`config.mk`:
```
export PLATFORM = sky130hd
export DESIGN_NAME = mm_control_param_flat
export DESIGN_NICKNAME = d
export VERILOG_FILES = /design/src/rtl/mm_control_param_if.sv /design/src/rtl/mm_control_param.sv /design/src/flat_wrapper.sv
export SDC_FILE = /design/constraint.sdc
export NUM_CORES = 1
export LEC_CHECK = 0
export CAP_MARGIN = 30
export CORE_UTILIZATION = 46
export DETAILED_ROUTE_END_ITERATION = 10
export MAX_ROUTING_LAYER = met4
export PLACE_DENSITY = 0.84
export SYNTH_ARGS = -nofsm -noshare
export SYNTH_HDL_FRONTEND = slang
export SYNTH_SLANG_ARGS = --single-unit
```
`constraint.sdc`:
```
create_clock -name clk -period 1.9 [get_ports clk]
set_input_delay 0.19 -clock clk [delete_from_list [all_inputs] [get_ports clk]]
set_output_delay 0.19 -clock clk [all_outputs]
set_load 0.02 [all_outputs]
```
`src/rtl/mm_control_param_if.sv`:
```
// Handshake and address bundle between the matmul sequencer and
// the X/A/P memories plus the MAC datapath.
interface mm_control_param_if #(
    parameter int AXW = 5,
    parameter int AAW = 5,
    parameter int APW = 4
) ();
    logic           Start;
    logic           transpose;
    logic           stall;
    logic           busy;
    logic           done;
    logic           mac_en;
    logic           acc_clr;
    logic           result_en;
    logic [AXW-1:0] addr_x;
    logic [AAW-1:0] addr_A;
    logic [APW-1:0] addr_P;

    modport master (
        input  Start, transpose, stall,
        output busy, done, mac_en, acc_clr, result_en,
        output addr_x, addr_A, addr_P
    );

    modport slave (
        output Start, transpose, stall,
        input  busy, done, mac_en, acc_clr, result_en,
        input  addr_x, addr_A, addr_P
    );
endinterface

```
`src/rtl/mm_control_param.sv`:
```
// Address/sequence controller for an M x K by K x N matrix multiply:
// K MAC cycles per output element followed by one write-back pulse.
module mm_control_param #(
    parameter int M_ROWS  = 4,
    parameter int K_INNER = 6,
    parameter int N_COLS  = 4,
    parameter int AXW     = 5,
    parameter int AAW     = 5,
    parameter int APW     = 4
) (
    input  logic               clk,
    input  logic               rst,
    mm_control_param_if.master bus
);
    localparam int IW = (M_ROWS  > 1) ? $clog2(M_ROWS)  : 1;
    localparam int KW = (K_INNER > 1) ? $clog2(K_INNER) : 1;
    localparam int JW = (N_COLS  > 1) ? $clog2(N_COLS)  : 1;

    localparam logic [2:0] S_IDLE = 3'b000;
    localparam logic [2:0] S_MAC  = 3'b001;
    localparam logic [2:0] S_WB   = 3'b010;
    localparam logic [2:0] S_DONE = 3'b100;

    if ((M_ROWS < 1) || (K_INNER < 1) || (N_COLS < 1)) begin : g_dim_chk
        $error("mm_control_param: dimensions must be >= 1");
    end
    if ((1 << AXW) < M_ROWS * K_INNER) begin : g_axw_chk
        $error("mm_control_param: AXW too narrow");
    end
    if ((1 << AAW) < K_INNER * N_COLS) begin : g_aaw_chk
        $error("mm_control_param: AAW too narrow");
    end
    if ((1 << APW) < M_ROWS * N_COLS) begin : g_apw_chk
        $error("mm_control_param: APW too narrow");
    end

    logic [2:0]    state;
    logic [IW-1:0] i;
    logic [JW-1:0] j;
    logic [KW-1:0] k;
    logic          tmode;

    logic in_mac, in_wb, in_done;
    logic last_i, last_j, last_k;

    assign in_mac  = (state == S_MAC);
    assign in_wb   = (state == S_WB);
    assign in_done = (state == S_DONE);

    assign last_i = (i == IW'(M_ROWS - 1));
    assign last_j = (j == JW'(N_COLS - 1));
    assign last_k = (k == KW'(K_INNER - 1));

    always_ff @(posedge clk) begin
        if (rst) begin
            state <= S_IDLE;
            i     <= '0;
            j     <= '0;
            k     <= '0;
            tmode <= 1'b0;
        end else begin
            case (state)
                S_IDLE: begin
                    if (bus.Start) begin
                        state <= S_MAC;
                        i     <= '0;
                        j     <= '0;
                        k     <= '0;
                        tmode <= bus.transpose;
                    end
                end
                S_MAC: begin
                    if (!bus.stall) begin
                        if (last_k) begin
                            k     <= '0;
                            state <= S_WB;
                        end else begin
                            k <= k + KW'(1);
                        end
                    end
                end
                S_WB: begin
                    if (!bus.stall) begin
                        if (!last_j) begin
                            j     <= j + JW'(1);
                            state <= S_MAC;
                        end else if (!last_i) begin
                            j     <= '0;
                            i     <= i + IW'(1);
                            state <= S_MAC;
                        end else begin
                            // Leave the counters clean for the next run
                            j     <= '0;
                            i     <= '0;
                            state <= S_DONE;
                        end
                    end
                end
                S_DONE:  state <= S_IDLE;
                default: state <= S_IDLE;
            endcase
        end
    end

    assign bus.busy      = in_mac | in_wb | in_done;
    assign bus.done      = in_done;
    assign bus.mac_en    = in_mac & ~bus.stall;
    assign bus.acc_clr   = in_mac & ~bus.stall & (k == '0);
    assign bus.result_en = in_wb & ~bus.stall;

    // Addresses come from registered counters only; stall never reaches them.
    assign bus.addr_x = in_mac
        ? AXW'(32'(i) * 32'(K_INNER) + 32'(k))
        : '0;

    assign bus.addr_A = !in_mac ? '0
        : tmode ? AAW'(32'(j) * 32'(K_INNER) + 32'(k))
        :         AAW'(32'(k) * 32'(N_COLS) + 32'(j));

    assign bus.addr_P = (in_mac | in_wb)
        ? APW'(32'(i) * 32'(N_COLS) + 32'(j))
        : '0;
endmodule

```
`src/flat_wrapper.sv`:
```
// flat-port wrapper written by rule: the top's interface ports become plain ports
module mm_control_param_flat 
#(
    parameter int M_ROWS  = 4,
    parameter int K_INNER = 6,
    parameter int N_COLS  = 4,
    parameter int AXW     = 5,
    parameter int AAW     = 5,
    parameter int APW     = 4
)
  (clk, rst, bus_Start, bus_transpose, bus_stall, bus_busy, bus_done, bus_mac_en, bus_acc_clr, bus_result_en, bus_addr_x, bus_addr_A, bus_addr_P);
  mm_control_param_if #(.AXW(AXW), .AAW(AAW), .APW(APW)) bus_i ();
  input  logic clk;
  input  logic rst;
  input wire logic [$bits(bus_i.Start)-1:0] bus_Start;
  input wire logic [$bits(bus_i.transpose)-1:0] bus_transpose;
  input wire logic [$bits(bus_i.stall)-1:0] bus_stall;
  output wire logic [$bits(bus_i.busy)-1:0] bus_busy;
  output wire logic [$bits(bus_i.done)-1:0] bus_done;
  output wire logic [$bits(bus_i.mac_en)-1:0] bus_mac_en;
  output wire logic [$bits(bus_i.acc_clr)-1:0] bus_acc_clr;
  output wire logic [$bits(bus_i.result_en)-1:0] bus_result_en;
  output wire logic [$bits(bus_i.addr_x)-1:0] bus_addr_x;
  output wire logic [$bits(bus_i.addr_A)-1:0] bus_addr_A;
  output wire logic [$bits(bus_i.addr_P)-1:0] bus_addr_P;
  assign bus_i.Start = bus_Start;
  assign bus_i.transpose = bus_transpose;
  assign bus_i.stall = bus_stall;
  assign bus_busy = bus_i.busy;
  assign bus_done = bus_i.done;
  assign bus_mac_en = bus_i.mac_en;
  assign bus_acc_clr = bus_i.acc_clr;
  assign bus_result_en = bus_i.result_en;
  assign bus_addr_x = bus_i.addr_x;
  assign bus_addr_A = bus_i.addr_A;
  assign bus_addr_P = bus_i.addr_P;
  mm_control_param #(.M_ROWS(M_ROWS), .K_INNER(K_INNER), .N_COLS(N_COLS), .AXW(AXW), .AAW(AAW), .APW(APW)) u_core (.clk(clk), .rst(rst), .bus(bus_i));
endmodule
```
==> out/summary.txt <==
Outcome = finished with violations
Failing checks = setup timing
Slew Limit Fails = 0
Max Root-Sink Buffers = 2
Final setup violation count = 5
Layout cell share with drive strength beyond 1 = 42.0%
Synth Instances = 114
Worst EP required = 1710 ps
Core area = 1800 um^2
Gr usage total = 28.5%
Total grt overflow = 0
Final GP Congestion = 0.811
Largest cells by area after synthesis = dfxtp_1, ha_1, nor2_1
Final hold slack = 555 ps
Register area share after synthesis = 24.1%
CTS root buf = clkbuf_4
Iter 0 DRT Violations = 51
Lkg Pwr = 0.667 nW
Clk slew on worst S/H paths = 80 ps
GR Util met3 = 3.92%
Io pins = 24
Power Total = 0.507 mW
Max-Cap Viols = 0
Pin count of the biggest net entering global routing = 14
Worst Path Max Fanout = 3
Initial antenna violation count = 0
Post-synth EDFFs = 0
CTS sink cnt = 11
Synthesis-to-layout area growth = 62.1%
DP Area = 1330 um^2
DR vias/cell = 5.65
ANT nets after route = 0
Vias in the first global route = 931
Critical Path AT = 1880 ps
Worst Setup EP = bus_addr_A[3]
Ys async rst share = 0%
Num rows = 15
Worst Tran Pin Value = 438 ps
Synth warn = 0
Ys flop type = dfxtp_1
Endpoint class of the critical path = output pin
Net Count, Synth = 130
Yosys reg bits = 11
# nets final = 179
Die Width = 46.6 um
Routing usage on met1 = 30.7%
TritonCTS buffer count = 3
Worst r2r dst = u_core.i[0]$_SDFFE_PP0P_
Chip Height = 46.6 um
Mapped cell area = 913 um^2
Max frequency = 482 MHz
Min cycle time layout = 2070 ps
RSZ-0062 raised after global routing = true
DP HPWL = 1.82 mm
DRC = 0
CTS tree = built
Fin cells = 187
Antenna cells = 0
Clock Skew = 5.16 ps
Global-route wire length before repair = 4.17 mm
Number of I/O port buffers = 23
Crit Path Category = reg -> out
Die area = 2170 um^2
Final Hold Fails = 0
Final WS setup = -175 ps
Share of the synthesized area in the top cell type = 24.1%
Post-synth top area cell = dfxtp_1
Placed insts = 177
Power per cell area = 343 nW/um^2
Max VDD drop = 0.373 mV
Vias = 1057
H-tree depth = 1
Cell variety after synth = 37
Avg WL per Cell = 15.7 um
CP Launch Type = flop
Crit path launch = u_core.j[0]$_SDFFE_PP0P_
Worst r2r path cells = 7
Avg Inst Size Synth = 8.01 um^2
Slew headroom = 70.4%
FF-to-FF setup slack = 210 ps
Busiest grt layer = met2
Fin crit share = 109%
Hold crit path type = in -> reg
Worst skew pair latency = 270 ps
Starting Density = 50.7%
Final wirelength = 2.93 mm
Critical R2R Launch = u_core.j[1]$_SDFFE_PP0P_
Post-route cell area = 1480 um^2
GR met2 Demand/Resource = 52.5%
First-pass DRT Iterations = 4
-- cell usage in the layout (no fill, tap or decap), types with 5 or more instances in the layout --
cell	n
dfxtp_1	7
dlygate4sd2_1	10
nor2_1	22
buf_4	33
mux2i_1	5
-- area by class of cell --
cell class	instances	area, um^2
multi-input cells	86	741
repair buffers	52	418
fillers	125	322
flip-flops and latches	11	225
inverters	9	38.8
well taps	25	31.3
clock buffers	4	26.3
-- power breakdown --
group,internal [mW],switching [mW]
Clock,0.0813,0.0875
Sequential,0.235,0.00794
Combinational,0.0453,0.0504
Total,0.362,0.146
-- repair_timing --
item                                    4_1_cts  5_1_grt
pin swaps                                     8        3
endpoints found under the setup margin       19        9
gates resized for setup                      64       12
buffers inserted                              3        3
hold buffers                                  0        0
-- per-layer routing --
metal / wire, um / vias to the layer above
met5: 0 / -
met4: 90 / 0
met3: 154 / 17
met2: 1520 / 63
met1: 1170 / 480
li1: - / 497
-- kinds of logic after synthesis --
| group | after synthesis | share of synthesized area [%] |
|---|---|---|
| buffers and inverters | 17 | 7.94 |
| flip-flops | 11 | 24.1 |
| XOR/XNOR | 5 | 4.79 |
| AND/OR/NAND/NOR | 47 | 27.8 |
| adder cells (fa/ha/maj) | 11 | 16.7 |
| AO/OA/AOI/OAI | 18 | 13.2 |
| multiplexers | 5 | 5.48 |
-- through the flow --
| step | worst slack [ps] | TNS (ps) | utilization, % |
|---|---|---|---|
| after detailed placement | -482 | -2470 | 73.6 |
| after global routing | -261 | -942 | 82.2 |
| final | -175 | -545 | 82.2 |
| after global placement | -405 | -2200 | 73.6 |
| after CTS | -142 | -394 | 79.7 |
| after floorplan | -5.83 | -5.83 | - |
-- synth_stat cells (2+ instances only) --
cell      instances
dfxtp_1          11
nor2b_1           2
nor3_1            3
nand2_1           2
nor2_1           22
ha_1              9
a22oi_1           4
mux2i_1           5
fa_1              2
inv_1             9
xnor2_1           5
or4_1             2
a211oi_1          2
nor4b_1           2
nor4_1            2
and2_1            2
a21oi_1           6
clkbuf_1          5
-- how the worst min path moves through the flow --
stage	start	endpoint	slack (ps)	cells after the start
4_1_cts	bus_transpose	u_core.tmode$_SDFFE_PP0P_	560	3
3_5_place_dp	u_core.k[0]$_SDFFE_PP0P_	u_core.k[0]$_SDFFE_PP0P_	600	1
2_1_floorplan	rst	u_core.state[0]$_SDFFE_PP0P_	280	1
3_3_place_gp	u_core.k[0]$_SDFFE_PP0P_	u_core.k[0]$_SDFFE_PP0P_	600	1
6_report	bus_transpose	u_core.tmode$_SDFFE_PP0P_	550	3
5_1_grt	bus_transpose	u_core.tmode$_SDFFE_PP0P_	590	3
-- flip-flops by register name, summed over array words and instances, names as in the netlist --
register	flops
u_core.j	2
u_core.k	3
u_core.state	3
u_core.i	2
u_core.tmode	1
-- worst max-delay path, cell delays in order, from the launching register on --
cell and delay (ps):
dfxtp_2 350, inv_2 50, ha_4 270, inv_4 50
fa_2 400, xnor2_2 150, a211oi_2 180, buf_4 170
(Power assumes the default switching activity.)
